===== src/rtl/pipe_barrel_shifter.sv =====
// Pipelined barrel shifter: SLL/SRL/SRA/ROR with one registered stage per shift-amount bit.
// Valid/ready handshake; the whole pipe advances or holds together on a single enable.
module pipe_barrel_shifter #(
  parameter int unsigned WIDTH   = 32,
  parameter int unsigned SHAMT_W = 8
) (
  input  logic               clk,
  input  logic               rst,
  input  logic               in_valid,
  output logic               in_ready,
  input  logic [WIDTH-1:0]   in_data,
  input  logic [SHAMT_W-1:0] in_shamt,
  input  logic [1:0]         in_op,
  output logic               out_valid,
  input  logic               out_ready,
  output logic [WIDTH-1:0]   out_data,
  output logic               out_zero
);

  localparam int unsigned SHW = $clog2(WIDTH);

  typedef enum logic [1:0] {
    OP_SLL = 2'b00,
    OP_SRL = 2'b01,
    OP_SRA = 2'b10,
    OP_ROR = 2'b11
  } op_e;

  // Fixed-amount shift used by every stage; amt is always a power of two below WIDTH.
  function automatic logic [WIDTH-1:0] step(
    input logic [WIDTH-1:0] d,
    input op_e              op,
    input logic             sign,
    input logic             do_shift,
    input int unsigned      amt
  );
    logic [WIDTH-1:0] fill;
    logic [WIDTH-1:0] res;
    fill = {WIDTH{sign}} << (WIDTH - amt);
    res  = d;
    if (do_shift) begin
      case (op)
        OP_SLL:  res = d << amt;
        OP_SRL:  res = d >> amt;
        OP_SRA:  res = fill | (d >> amt);
        default: res = (d >> amt) | (d << (WIDTH - amt));
      endcase
    end
    return res;
  endfunction

  logic             en;
  logic [SHW-1:0]   valid_q, valid_d;
  logic [WIDTH-1:0] data_q [SHW];
  logic [WIDTH-1:0] data_d [SHW];
  op_e              op_q   [SHW-1];
  op_e              op_d   [SHW-1];
  logic [SHW-2:0]   sign_q, sign_d;
  logic [SHW-1:0]   rem_q  [SHW-1];
  logic [SHW-1:0]   rem_d  [SHW-1];
  logic             zero_q, zero_d;

  op_e              op_in;
  logic             ovr;
  logic [WIDTH-1:0] s0_data;
  logic [SHW-1:0]   s0_rem;

  assign en = !valid_q[SHW-1] || out_ready;

  always_comb begin
    op_in   = op_e'(in_op);
    ovr     = in_shamt >= SHAMT_W'(WIDTH);
    s0_data = in_data;
    s0_rem  = in_shamt[SHW-1:0];
    // Overrange SLL/SRL/SRA is resolved here to its final value; later stages shift by 0.
    if (ovr && op_in != OP_ROR) begin
      s0_rem  = '0;
      s0_data = (op_in == OP_SRA) ? {WIDTH{in_data[WIDTH-1]}} : '0;
    end

    valid_d[0] = in_valid;
    data_d[0]  = step(s0_data, op_in, in_data[WIDTH-1], s0_rem[0], 1);
    op_d[0]    = op_in;
    sign_d[0]  = in_data[WIDTH-1];
    rem_d[0]   = s0_rem >> 1;

    for (int unsigned k = 1; k < SHW; k++) begin
      valid_d[k] = valid_q[k-1];
      data_d[k]  = step(data_q[k-1], op_q[k-1], sign_q[k-1], rem_q[k-1][0], 1 << k);
    end
    for (int unsigned k = 1; k < SHW - 1; k++) begin
      op_d[k]   = op_q[k-1];
      sign_d[k] = sign_q[k-1];
      rem_d[k]  = rem_q[k-1] >> 1;
    end

    zero_d = valid_d[SHW-1] && (data_d[SHW-1] == '0);
  end

  always_ff @(posedge clk or posedge rst) begin
    if (rst) begin
      valid_q <= '0;
      sign_q  <= '0;
      zero_q  <= 1'b0;
      for (int unsigned k = 0; k < SHW; k++) begin
        data_q[k] <= '0;
      end
      for (int unsigned k = 0; k < SHW - 1; k++) begin
        op_q[k]  <= OP_SLL;
        rem_q[k] <= '0;
      end
    end else if (en) begin
      valid_q <= valid_d;
      sign_q  <= sign_d;
      zero_q  <= zero_d;
      for (int unsigned k = 0; k < SHW; k++) begin
        data_q[k] <= data_d[k];
      end
      for (int unsigned k = 0; k < SHW - 1; k++) begin
        op_q[k]  <= op_d[k];
        rem_q[k] <= rem_d[k];
      end
    end
  end

  assign in_ready  = en;
  assign out_valid = valid_q[SHW-1];
  assign out_data  = data_q[SHW-1];
  assign out_zero  = zero_q;

endmodule

===== config.mk =====
export PLATFORM = sky130hd
export DESIGN_NAME = pipe_barrel_shifter
export DESIGN_NICKNAME = d
export VERILOG_FILES = /design/src/rtl/pipe_barrel_shifter.sv
export SDC_FILE = /design/constraint.sdc
export NUM_CORES = 1
export LEC_CHECK = 0
export CAP_MARGIN = 20
export CELL_PAD_IN_SITES_DETAIL_PLACEMENT = 1
export CELL_PAD_IN_SITES_GLOBAL_PLACEMENT = 1
export CORE_MARGIN = 1.5
export CORE_UTILIZATION = 40
export DETAILED_ROUTE_END_ITERATION = 16
export GPL_TIMING_DRIVEN = 0
export PLACE_DENSITY_LB_ADDON = 0.1
export RECOVER_POWER = 100
export SYNTH_ARGS = -nofsm -noshare
export SYNTH_HDL_FRONTEND = slang
export SYNTH_SLANG_ARGS = --single-unit

===== constraint.sdc =====
create_clock -name clk -period 14.2 [get_ports clk]
set_input_delay 1.42 -clock clk [delete_from_list [all_inputs] [get_ports clk]]
set_output_delay 1.42 -clock clk [all_outputs]
set_load 0.005 [all_outputs]

# [Word level (Yosys, flattened, before mapping)]
# Index checks and enable logic that the tools add are counted.
# Widths: inputs -> output; s select.
[classes] magnitude_cmp=1 eq_ne=11 n_mux=13 bitwise_logic=10 n_reduce_logical=10
[ops] operator="$pmux 32 s3" n=5
[ops] operator="$mux 32" n=7
[ops] operator="$logic_not 32->1" n=1
[ops] operator="$or 16x32->32" n=1
[ops] operator="$or 24x32->32" n=1
[ops] operator="$or 28x32->32" n=1
[ops] operator="$or 30x32->32" n=1
[ops] operator="$or 31x32->32" n=1
[ops] operator="$or 32x16->32" n=1
[ops] operator="$or 32x24->32" n=1
[ops] operator="$or 32x28->32" n=1
[ops] operator="$or 32x30->32" n=1
[ops] operator="$or 32x31->32" n=1
[ops] operator="$eq 2x1->1 const B" n=5
[ops] operator="$eq 2x2->1 const B" n=5
[ops] operator="$logic_not 2->1" n=5
[ops] operator="$ge 8x6->1 const B" n=1
[ops] operator="$mux 5" n=1
[ops] operator="$logic_and 1x1->1" n=2
[ops] operator="$ne 2x2->1 const B" n=1
[ops] operator="$logic_not 1->1" n=1
[ops] operator="$logic_or 1x1->1" n=1
[word_totals] register_bits=188 in_bits=46 word_cells=61

# [Logic depth before layout (Yosys ltp)]
# Gate-level depths: netlist (run 1).
[depth] depth_word=6 mapped_depth=8 depth_no_buf=5

# [Least setup slack after synthesis (run 1)]
# No wires, ideal clock.
[synth_path] path_kind="input -> output" startpoint="in out_ready" endpoint="out in_ready" arrival_ps=2392 required_time_ps=12780 setup_slack_ps=10388 path_stages=5 cell_sequence="nor2b_1 clkbuf_1 inv_1 clkbuf_1 clkbuf_1"
[synth_via] elab_chain_cells=1
[synth_lines] element="start: declaration" line_no="15" source="input logic out_ready,"
[synth_lines] element="$logic_or 1x1->1" line_no="68" source="assign en = !valid_q[SHW-1] || out_ready;"
[synth_lines] element="end: declaration" line_no="10" source="output logic in_ready,"
# No other way between the ends.

# [Final worst setup path (run 1)]
# Same ends and word-level chain as after synthesis.

==> results of run 1 <==
## worst max-delay path, cell delays in order
cell and delay [ps]:
dlygate4sd3_1 540, nor2b_1 740, clkbuf_1 580, inv_1 120
clkbuf_1 290, clkbuf_1 380, dlygate4sd3_1 690
## synthesized netlist by cell type
master	number
o31ai_1	6
xnor2_1	1
a31oi_1	40
a211oi_1	18
nor4_1	7
clkbuf_1	104
or4_1	1
o21ai_0	204
a21oi_1	33
o21a_1	1
mux2i_1	1
nand2b_1	5
inv_1	3
buf_2	2
or2_2	4
a21o_1	16
buf_1	6
and3_1	1
and3b_1	1
nand3_1	69
buf_4	32
buf_6	1
nand4_1	5
nand2_1	408
nor2b_1	23
and2_1	4
and4b_1	1
a311oi_1	8
o22ai_1	14
nor3_1	4
a22oi_1	15
or3_1	1
a41oi_1	1
a22o_1	6
dfrtp_1	188
nor2_1	85
a32o_1	1
a221oi_1	16
## layout by cell type, fill, tap and decap left out, drive strengths merged, types with 2 or more instances in the layout
master | synthesis | layout
nand2 | 408 | 408
o21ai | 204 | 204
dfrtp | 188 | 188
clkbuf | 104 | 122
nor2 | 85 | 85
nand3 | 69 | 69
clkdlybuf4s50 | 0 | 41
buf | 41 | 41
a31oi | 40 | 40
dlygate4sd3 | 0 | 37
a21oi | 33 | 33
nor2b | 23 | 23
a211oi | 18 | 18
a21o | 16 | 16
a221oi | 16 | 16
a22oi | 15 | 15
o22ai | 14 | 14
inv | 3 | 12
a311oi | 8 | 8
nor4 | 7 | 7
o31ai | 6 | 6
a22o | 6 | 6
nand2b | 5 | 5
nand4 | 5 | 5
or2 | 4 | 4
nor3 | 4 | 4
and2 | 4 | 4
clkinv | 0 | 4
clkinvlp | 0 | 2
## final cells by class
type / instances / area [sq um]
clock buffer: 17 / 425
clock inverter: 15 / 180
timing repair buffer: 79 / 808
inverter: 3 / 12.5
fill: 3176 / 13100
multi-input combinational: 1000 / 4800
buffer: 145 / 674
tap: 330 / 413
sequential: 188 / 4700
## layer usage
| layer | share of wire | vias to the layer above |
|---|---|---|
| li1 | - | 4752 |
| met1 | 0.43 | 4859 |
| met2 | 0.52 | 179 |
| met3 | 0.019 | 68 |
| met4 | 0.032 | 0 |
| met5 | 0 | - |
## flip-flops by register name, summed over array words and instances (netlist names)
signal and cells:
valid_q 5, op_q 2, out_data 32, rem_q 4, out_zero 1, data_q 128, sign_q 4, op_d 6
rem_d 6
## worst max-delay path by stage
stage,slack (ps),startpoint,endpoint,depth (start not counted)
after detailed placement,8320,out_ready,in_ready,7
after CTS,8310,out_ready,in_ready,7
after global routing,7950,out_ready,in_ready,7
after global placement,5190,rst,data_q[35],2
after floorplan,7670,rst,data_q[100],1
final,8020,out_ready,in_ready,7
## power groups by stage
| stage | registers (W) | clock network, W | logic (W) |
|---|---|---|---|
| 2_1_floorplan | 0.000910 | 0 | 0.000725 |
| 3_3_place_gp | 0.00103 | 0 | 0.00106 |
| 3_5_place_dp | 0.00104 | 0 | 0.00109 |
| 4_1_cts | 0.00103 | 0.000500 | 0.00109 |
| 5_1_grt | 0.00106 | 0.000519 | 0.00120 |
| 6_report | 0.00103 | 0.000493 | 0.00106 |
## per-stage QoR
step,cell area (sq um),util,cells,hold WS (ps)
floorplan,10200,-,1336,439
global placement,11400,0.453,1744,452
detailed placement,11400,0.455,1745,455
CTS,12000,0.479,1777,474
global route,12000,0.479,1777,497
finish,12000,0.479,1777,473
## cell families after synthesis
family / Yosys count
and+or+nand+nor: 619
xor gates and xnor gates: 1
AOI/OAI and AO/OA: 379
DFF: 188
buffers and inverters: 148
muxes: 1
==> impl_metrics.env, run 1 <==
export IMPL_outcome="complete, but fails checks"
export IMPL_violations="capacitance limit, slew limit"
export IMPL_wl_per_cell_um=19.8
export IMPL_tightest_slew_ps=3280
export IMPL_first_global_vias=10300
export IMPL_setup_ws_ps=8020
export IMPL_avgViaCountPerCell=5.55
export IMPL_fin_skew_ps=16.0
export IMPL_grtUsageMet2=0.512
export IMPL_synth_mux_area_frac=0.000982
export IMPL_synth_area_per_cell_sq_um=7.63
export IMPL_grt_ovfl_total=0
export IMPL_synth_area_leader_cell="dfrtp_1"
export IMPL_cts_setup_buffers=0
export IMPL_synth_warnings=0
export IMPL_period_needed_ps=6180
export IMPL_cts_buffer_depth=2
export IMPL_dr_pass1_iters=5
export IMPL_maxSlewHeadroom=-1.20
export IMPL_synth_fa_ha_area_frac=0
export IMPL_antenna_cells=0
export IMPL_slew_viol_final=72
export IMPL_p_int_w=0.00143
export IMPL_net_switching_power_w=0.00116
export IMPL_r2r_end="out_data[19]"
export IMPL_holdBufCountCts=0
export IMPL_place_ws_ps=8320
export IMPL_htreeDepth=4
export IMPL_postRouteAntennaNets=0
export IMPL_cp_max_fo=10
export IMPL_cts_root_buf="clkbuf_16"
export IMPL_portBuffers=78
export IMPL_drive_gt1_frac=0.0504
export IMPL_swShare=0.449
export IMPL_critPathCaptureType="output port"
export IMPL_drt_iter0_drc=440
export IMPL_ioPinCount=81
export IMPL_min_from="rem_d[12]"
export IMPL_globalRoute_busiestLayer="met2"
export IMPL_ctsResizeCount=0
export IMPL_clk_latency_ps=450
export IMPL_period_share=0.435
export IMPL_grt_max_degree=118
export IMPL_area_delta_synth_final_pct=17.9
export IMPL_gp_congestion=0.879
export IMPL_min_to="rem_d[6]"
export IMPL_die_w_um=163
export IMPL_synth_fp_nets=1382
export IMPL_rows=58
export IMPL_setup_worst_path_start_class="input port"
export IMPL_p_comb_frac=0.410
export IMPL_r2r_start="valid_q[4]"
export IMPL_nNetsFinal=1480
export IMPL_clkPwrFrac=0.190
export IMPL_track_usage=0.277
export IMPL_ir_worst_vdd_mv=0.0841
export IMPL_start_util=0.406
export IMPL_hold_depth=2
export IMPL_ys_seq_area_frac=0.462
export IMPL_post_route_drc_count=0
export IMPL_cts_buffers=17
export IMPL_fin_setup_tns_ps=0
export IMPL_synth_top_family_by_area="simple AND/OR/NAND/NOR gates"
export IMPL_setup_viol=0
export IMPL_r2r_cells=6
export IMPL_core_area_sq_um=25100
export IMPL_grt_pass1_wl_um=56800
export IMPL_max_freq_mhz=162
export IMPL_synth_compound_area_frac=0.218
export IMPL_rsz0062_at_grt="false"
export IMPL_clk_pin_slew_ps=80
export IMPL_crit_type="in -> out"
export IMPL_hpwl_um=26700
export IMPL_worstPathRequired_ps=12780
export IMPL_antenna_found_initial=0
export IMPL_yosys_area_share_simple=0.251
export IMPL_hold_path_class="reg -> reg"
export IMPL_ys_types=38
export IMPL_grtUsageMet1=0.331
export IMPL_cp_arrival_ps=4760
export IMPL_dieArea_sq_um=26400
export IMPL_cts_sinks=188
export IMPL_wl_um=35100
export IMPL_netlist_instances=1336
export IMPL_total_power_w=0.00259
export IMPL_synth_area_sq_um=10200
export IMPL_cts_tree="done"
export IMPL_drv_cap=1
export IMPL_ys_top_cells_by_area="dfrtp_1, nand2_1, o21ai_0"
export IMPL_p_leak_nw=5.03
export IMPL_yosysTopAreaCellShare=0.462
export IMPL_rrSetupSlack_ps=11060
export IMPL_gr_usage_met3=0.0257
export IMPL_num_vias=9858
export IMPL_synth_seq_cells=188
export IMPL_synth_xor_area_share=0.000860
export IMPL_hold_violations=0
export IMPL_chipHeight_um=163
export IMPL_power_density_nw_per_um2=216
export IMPL_p_seq_frac=0.399
Power figures use the tool's default switching activity.
==> run 2, diff against run 1 <==
Clock period 14.2 ns to 5.7 ns, I/O delays scaled along.
==> results of run 2 <==
The final DEF is identical to that of run 1. Status: complete, but fails checks: capacitance limit, slew limit.
Among the figures that moved: setup slack after placement 8320 ps -> 1520 ps; setup slack after layout 8020 ps -> 1220 ps; register-to-register setup slack 11060 ps -> 2560 ps; total power 0.00259 W -> 0.00646 W; worst IR drop on VDD 0.0841 mV -> 0.210 mV
==> RTL change, RTL diff (settings of run 2) <==
Change the parameter `SHAMT_W` from 8 to 7.
--- a/src/rtl/pipe_barrel_shifter.sv
+++ b/src/rtl/pipe_barrel_shifter.sv
@@ -2,7 +2,7 @@
 // Valid/ready handshake; the whole pipe advances or holds together on a single enable.
 module pipe_barrel_shifter #(
   parameter int unsigned WIDTH   = 32,
-  parameter int unsigned SHAMT_W = 8
+  parameter int unsigned SHAMT_W = 7
 ) (
   input  logic               clk,
   input  logic               rst,
Interface: changed (resized in_shamt); port bits go from 81 to 80. The function was not compared with the original's and may differ.
==> RTL change against run 2 <==
- the flow still finishes with violations (max-capacitance violations, max-slew violations)
- non-clock buffer count fell by 6
- cell count shrank 1.0%
- final area down 0.82%
- worst setup slack lost 16 ps
- register-to-register slack improved by 20 ps
- via count increased by 0.31%
- wire length is 1.4% higher
- power up 3.8%
- count of clock-buffer cells in the layout unchanged
- clock skew is 2.3 ps lower
- sequential cell count unchanged
- synthesized cell count is 1.3% lower
- synthesized area is 0.39% lower
- highest routed layer unchanged
==> RTL change: results <==
status:
  status: "complete, but fails checks"
  failed_checks: "max-capacitance violations, max-slew violations"
synth:
  syn_nets: 1364
  synth_area_per_cell_um2: 7.70
  ys_top_cells_by_count: "397 x nand2_1, 188 x dfrtp_1, 177 x o21ai_0"
  ys_types: 41
  synth_top_area_frac: 0.464
setup_path:
  r2r_slack_ps: 2580
placed_design:
  dpl.cell_count: 1727
  pre_cts_slack_ps: 1470
  globalplace.congestion: 0.912
  place_area_um2: 11400
  io_buffers: 77
final_layout:
  drive_above_1_share: 0.0581
  fin_nets: 1461
global_routing:
  grtUsageMet3: 0.0294
  use_met2: 0.520
  grt_usage: 0.279
  use_met1: 0.330
  grt_max_degree: 120
route:
  wl_per_cell_um: 20.2
  first_iter_violations: 593
  num_vias: 9889
  met1_length_um: 14700
  dr.pass1.iters: 4
  wl_met3_um: 893
sta:
  worstMarginPinSlew_ps: 3050
  whs_ps: 476
  finalMaxSlewViolations: 191
flow_run:
  maxCapViolCount: 2
power_and_ir_drop:
  ir_worst_vdd_mv: 0.181
## RTL change: changes by cell type in the layout (fill, tap and decap cells not counted), moves of 4 or more
cell and delta:
o211ai_1 +6, nand2_1 -11, a31oi_1 +4, nor2_1 +6
nand3_1 +4, and2_1 -4, o211a_1 +4, and2_2 +4
o21ai_0 -27, clkbuf_1 -6, a21oi_1 +9
## RTL change: layout make-up
type                    instances  area (um^2)
plain buffers                 140          658
clock buffers                  17          425
repair buffers                 78          778
inverters                       7         27.5
well taps                     330          413
multi-input cells             984         4760
flip-flops and latches        188         4700
fillers                      3118        13100
clock inverters                15          151
## RTL change: worst paths after layout
check / depth (start not counted) / endpoint / start
min in group asynchronous: 2 / rem_d[12]$_DFFE_PP0P_ / rst
worst max register to register: 6 / out_data[29]$_DFFE_PP0P_ / valid_q[4]$_DFFE_PP0P_
worst min-delay path: 2 / valid_q[0]$_DFFE_PP0P_ / valid_q[0]$_DFFE_PP0P_
worst min register to register: 2 / valid_q[0]$_DFFE_PP0P_ / valid_q[0]$_DFFE_PP0P_
max in group asynchronous: 3 / data_q[69]$_DFFE_PP0P_ / rst
worst max-delay path: 7 / in_ready / out_ready
## RTL change: worst max-delay path, stage by stage
cell and delay (ps):
dlygate4sd3_1 530, nor2b_1 430, clkbuf_1 610, inv_1 350, clkbuf_1 410, clkbuf_1 340
dlygate4sd3_1 670
## RTL change: cells by family after synthesis
group                     Yosys count  synth area share
xor gates and xnor gates            2           0.00173
AOI/OAI and AO/OA                 367             0.216
muxes                               1           0.00111
DFF                               188             0.464
buffers and inverters             147            0.0674
and+or+nand+nor                   614             0.250
## RTL change: power by group
part	switching, mW	internal (mW)	total (mW)
clock network	0.608	0.586	1.19
registers	0.714	1.93	2.65
logic	1.72	1.13	2.86
total	3.05	3.65	6.70
